[config.mk]
export PLATFORM = sky130hd
export DESIGN_NAME = rr_mux_arbiter4_flat
export DESIGN_NICKNAME = d
export VERILOG_FILES = /design/src/rtl/rr_mux_arbiter4_if.sv /design/src/rtl/rr_mux_arbiter4.sv /design/src/flat_wrapper.sv
export SDC_FILE = /design/constraint.sdc
export NUM_CORES = 1
export LEC_CHECK = 0
export CAP_MARGIN = 20
export CELL_PAD_IN_SITES_DETAIL_PLACEMENT = 1
export CELL_PAD_IN_SITES_GLOBAL_PLACEMENT = 1
export CORE_ASPECT_RATIO = 0.8
export CORE_MARGIN = 2
export CORE_UTILIZATION = 30
export DETAILED_ROUTE_END_ITERATION = 8
export GPL_ROUTABILITY_DRIVEN = 1
export PLACE_DENSITY = 0.6
export SLEW_MARGIN = 20
export SYNTH_ARGS = -nofsm -noshare
export SYNTH_HDL_FRONTEND = slang
export SYNTH_SLANG_ARGS = --single-unit
[constraint.sdc]
create_clock -name clk -period 6.2 [get_ports clk]
set_clock_uncertainty 0.15 [all_clocks]
set_input_delay 0.62 -clock clk [delete_from_list [all_inputs] [get_ports clk]]
set_output_delay 0.62 -clock clk [all_outputs]
set_load 0.05 [all_outputs]
[src/rtl/rr_mux_arbiter4_if.sv]
// Request/grant bundle between four requesters and the shared 4-to-1 mux arbiter.
interface rr_mux_arbiter4_if;
  logic [3:0] req;
  logic [3:0] gnt;
  logic [1:0] sel;
  logic       valid;

  // Requester side: raises requests, observes grant and mux select.
  modport master (
    output req,
    input  gnt,
    input  sel,
    input  valid
  );

  // Arbiter side: samples requests, drives registered grant and select.
  modport slave (
    input  req,
    output gnt,
    output sel,
    output valid
  );
endinterface

[src/rtl/rr_mux_arbiter4.sv]
// Four-way round-robin arbiter for a shared 4-to-1 mux. Registered one-hot grant,
// encoded select for the mux s1/s0 inputs, and a hold limit that forces rotation
// under contention so no requester starves.
module rr_mux_arbiter4 #(
  parameter int unsigned HOLD_MAX = 8
) (
  input  logic                 clk,
  input  logic                 rst,
  rr_mux_arbiter4_if.slave     bus
);

  localparam int unsigned N     = 4;
  localparam int unsigned IDX_W = 2;
  localparam int unsigned CNT_W = 4;
  localparam logic [CNT_W-1:0] CNT_MAX = CNT_W'(HOLD_MAX - 1);

  typedef enum logic {
    IDLE = 1'b0,
    BUSY = 1'b1
  } state_t;

  state_t             state_q;
  logic [N-1:0]       gnt_q;
  logic [IDX_W-1:0]   sel_q;
  logic               valid_q;
  logic [IDX_W-1:0]   ptr_q;
  logic [CNT_W-1:0]   cnt_q;

  logic [N-1:0]       req;
  logic [N-1:0]       owner_mask;
  logic [N-1:0]       others;
  logic               own_req;
  logic               at_limit;
  logic               rotate;
  logic [IDX_W:0]     idle_pick;
  logic [IDX_W:0]     busy_pick;
  logic [IDX_W:0]     pick;

  // First set bit of r searching upward from base with wrap; MSB flags a hit.
  function automatic logic [IDX_W:0] rr_pick(input logic [N-1:0] r,
                                             input logic [IDX_W-1:0] base);
    logic [IDX_W:0]   res;
    logic [IDX_W-1:0] idx;
    res = '0;
    for (int k = N - 1; k >= 0; k--) begin
      idx = base + IDX_W'(k);
      if (r[idx]) begin
        res = {1'b1, idx};
      end
    end
    return res;
  endfunction

  // One-hot decode of an owner index.
  function automatic logic [N-1:0] dec(input logic [IDX_W-1:0] idx);
    return N'(1) << idx;
  endfunction

  assign req = bus.req;

  // Candidate winners: from the pointer when idle, from owner+1 (owner excluded) when busy.
  always_comb begin
    owner_mask = dec(sel_q);
    others     = req & ~owner_mask;
    own_req    = |(req & owner_mask);
    at_limit   = (cnt_q == CNT_MAX);
    rotate     = !own_req || (at_limit && (|others));
    idle_pick  = rr_pick(req, ptr_q);
    busy_pick  = rr_pick(others, sel_q + IDX_W'(1));
    pick       = (state_q == IDLE) ? idle_pick : busy_pick;
  end

  // Arbitration FSM with registered grant, select, valid, pointer and hold counter.
  always_ff @(posedge clk or posedge rst) begin
    if (rst) begin
      state_q <= IDLE;
      gnt_q   <= '0;
      sel_q   <= '0;
      valid_q <= 1'b0;
      ptr_q   <= '0;
      cnt_q   <= '0;
    end else begin
      case (state_q)
        IDLE: begin
          if (pick[IDX_W]) begin
            state_q <= BUSY;
            gnt_q   <= dec(pick[IDX_W-1:0]);
            sel_q   <= pick[IDX_W-1:0];
            valid_q <= 1'b1;
            ptr_q   <= pick[IDX_W-1:0] + IDX_W'(1);
            cnt_q   <= '0;
          end
        end
        BUSY: begin
          if (rotate) begin
            if (pick[IDX_W]) begin
              // Zero-bubble handover or forced rotation to the next waiting requester.
              gnt_q   <= dec(pick[IDX_W-1:0]);
              sel_q   <= pick[IDX_W-1:0];
              valid_q <= 1'b1;
              ptr_q   <= pick[IDX_W-1:0] + IDX_W'(1);
              cnt_q   <= '0;
            end else begin
              // Owner released with nobody waiting; sel keeps the last owner.
              state_q <= IDLE;
              gnt_q   <= '0;
              valid_q <= 1'b0;
            end
          end else if (!at_limit) begin
            cnt_q <= cnt_q + CNT_W'(1);
          end
        end
      endcase
    end
  end

  assign bus.gnt   = gnt_q;
  assign bus.sel   = sel_q;
  assign bus.valid = valid_q;

`ifndef SYNTHESIS
  // Grant never has two bits set.
  a_onehot: assert property (@(posedge clk) disable iff (rst) $onehot0(gnt_q));
  // Valid mirrors a non-zero grant.
  a_valid: assert property (@(posedge clk) disable iff (rst) valid_q == (gnt_q != '0));
  // While granted, select points at the granted requester.
  a_sel: assert property (@(posedge clk) disable iff (rst) valid_q |-> gnt_q == dec(sel_q));
  // Hold counter never exceeds its saturation value.
  a_cnt: assert property (@(posedge clk) disable iff (rst) cnt_q <= CNT_MAX);
`endif

endmodule

[src/flat_wrapper.sv]
// flat-port wrapper written by rule: the top's interface ports become plain ports
module rr_mux_arbiter4_flat 
#(
  parameter int unsigned HOLD_MAX = 8
)
  (clk, rst, bus_req, bus_gnt, bus_sel, bus_valid);
  rr_mux_arbiter4_if bus_i ();
  input  logic clk;
  input  logic rst;
  input wire logic [$bits(bus_i.req)-1:0] bus_req;
  output wire logic [$bits(bus_i.gnt)-1:0] bus_gnt;
  output wire logic [$bits(bus_i.sel)-1:0] bus_sel;
  output wire logic [$bits(bus_i.valid)-1:0] bus_valid;
  assign bus_i.req = bus_req;
  assign bus_gnt = bus_i.gnt;
  assign bus_sel = bus_i.sel;
  assign bus_valid = bus_i.valid;
  rr_mux_arbiter4 #(.HOLD_MAX(HOLD_MAX)) u_core (.clk(clk), .rst(rst), .bus(bus_i));
endmodule
==> out/summary.txt <==
CTS root buf = clkbuf_8
most common cell after layout, fill and taps aside = dfrtp_1
final setup TNS = 0 ps
crit-path max FO = 9
Least-Margin Pin Slew = 543.6 ps
Power Density = 521.7 mW/mm^2
CP Data Arrival Time = 2720 ps
first-iteration detailed-routing DRC count = 31
DR WL/cell = 15.25 um
Clk pin slew, worst setup/hold paths = 60 ps
final hold vios = 0
htree depth = 1
Core Box Area = 0.003376 sq mm
Yosys warning total = 0
PortBufs = 12
post-CTS setup buffers = 0
syn nets = 123
hold path depth = 2
Worst slew margin = 63.72%
vias = 840
Initial Util = 30.99%
Worst VDD drop = 211.7 uV
CTS max path bufs = 2
min-delay worst type = reg -> reg
number of global-route vias before repair = 931
Most used DFF post-synth = dfrtp_1
synth unique cells = 40
Area Growth Syn to Fin = 18.66%
number of hold buffers added after CTS = 0
# DRC = 0
CP required = 6180 ps
kind of end point of the critical path = flip-flop
Post-synth EDFFs = 0
grt total ovfl = 0
Max Clock Freq = 0.3650 GHz
Post-Syn Area = 0.001046 sq mm
Tcrit/Tclk final = 44.19%
Routed Antenna Nets = 0
Final min period = 2740 ps
RSZ-0062 raised after global routing = false
die height = 56.82 um
setup violators final = 0
Post-synth ARST share = 100.0%
std cell rows = 19
placed insts = 160
Worst-Skew Late Latency = 250 ps
Antenna diodes = 0
top-level I/O count = 13
die width = 70.02 um
first-pass GRT wire length = 4.581 mm
fin cells = 163
drt total wl = 2.485 mm
layout cells sized above 1 = 12.40%
GRT Util Overall = 14.73%
detailed placement HPWL = 1.933 mm
Final nets = 138
CTS tree = yes
post-synthesis sequential area ratio = 33.49%
max_cap viols = 0
die area = 0.003978 sq mm
drt first pass iters = 3
Synth Register Bits = 14
Cells after Synth = 108
kind of critical path = in -> reg
CTS buffer count = 3
Worst R2R Path Depth = 8
GP Congestion = 0.8217
outcome = complete, no violations
# resized after CTS = 0
LEAKAGE = 0.5759 nW
via/cell ratio = 5.153
largest net degree at the start of global routing = 15
CTS sink count = 14
initial antenna violation count = 0
most frequent cells in the layout = dfrtp_1, inv_1, clkdlybuf4s50_1, nand2_1, ha_1
startpoint types = primary input
Pins Over Slew Limit = 0
Syn Area/Cell = 9.685 sq um
[per-stage QoR]
| step | util [%] | total power, mW | area [sq um] | hold slack, ps | setup slack (ps) |
|---|---|---|---|---|---|
| 2_1_floorplan | - | 0.4764 | 1046 | 352.9 | 3561 |
| 3_3_place_gp | 35.54 | 0.5681 | 1200 | 332.7 | 3258 |
| 3_5_place_dp | 35.54 | 0.5762 | 1200 | 339.7 | 3161 |
| 4_1_cts | 36.77 | 0.6574 | 1241 | 351.1 | 3433 |
| 5_1_grt | 36.77 | 0.7106 | 1241 | 399.7 | 3247 |
| 6_report | 36.77 | 0.6475 | 1241 | 350.6 | 3460 |
[worst max-delay path: stages]
cell and delay (ps):
clkdlybuf4s50_1 650, inv_1 80, a221oi_1 240, a31oi_1 80
o32ai_1 460, ha_1 320, mux2_4 270
[registers in the layout, indices dropped and copies added (netlist names)]
name and count:
u_core.cnt_q 4, u_core.bus.sel 2, u_core.ptr_q 2, u_core.bus.gnt 4, u_core.bus.valid 1, u_core.state_q 1
[final cells by class]
class                           count  area [sq um]
Timing Repair Buffer               12         120.1
Tap cell                           42         52.55
Fill cell                         398          2135
Multi-Input combinational cell     80         631.9
Clock buffer                        3         41.29
Sequential cell                    14         350.3
Inverter                           12         45.04
[metal layers]
layer  part of all wire [%]  track usage [%]  routed length, um
met1                     52            20.09               1298
met2                     43            22.45               1070
met3                    2.9            3.052                 71
met4                    1.8            6.593                 44
met5                      0                0                  0
[synthesized netlist by cell type (2+ instances only)]
cell type | count | area [sq um]
a21boi_0 | 2 | 15.01
mux2_4 | 2 | 30.03
nand2_1 | 10 | 37.54
a21oi_1 | 4 | 20.02
a22oi_1 | 2 | 15.01
a221oi_1 | 2 | 17.52
o21ai_0 | 8 | 40.04
nand3_1 | 8 | 40.04
a22o_1 | 2 | 17.52
o22ai_1 | 2 | 12.51
nand2b_1 | 2 | 12.51
ha_1 | 9 | 112.6
mux2i_1 | 3 | 30.03
dfrtp_1 | 14 | 350.3
a21oi_4 | 2 | 32.53
inv_1 | 12 | 45.04
[power by group]
group	internal, mW	leakage (nW)	switching [mW]
combinational	0.169	0.381	0.241
clock	0.0431	0.0216	0.0329
sequential	0.127	0.173	0.0350
[kinds of logic (layout without fill, tap and decap cells)]
group           count (synthesis)  count (layout)  synth area share, %
mux                             5               5                5.742
flops                          14              14                33.49
compound gates                 32              32                23.57
simple gates                   34              34                20.34
buf+inv                        14              27                6.100
fa+ha+maj                       9               9                10.77
[path summary, 6_finish.rpt]
check                                   from                 to  slack [ps]
max in group asynchronous                rst    u_core.cnt_q[2]        4970
max reg2reg                u_core.bus.sel[0]    u_core.ptr_q[1]        3560
max                               bus_req[1]    u_core.ptr_q[1]        3460
min                        u_core.bus.gnt[0]  u_core.bus.gnt[0]         350
min reg2reg                u_core.bus.gnt[0]  u_core.bus.gnt[0]         350
min in group asynchronous                rst  u_core.bus.gnt[0]         570
Note: power is estimated with default switching activity, not from simulation.
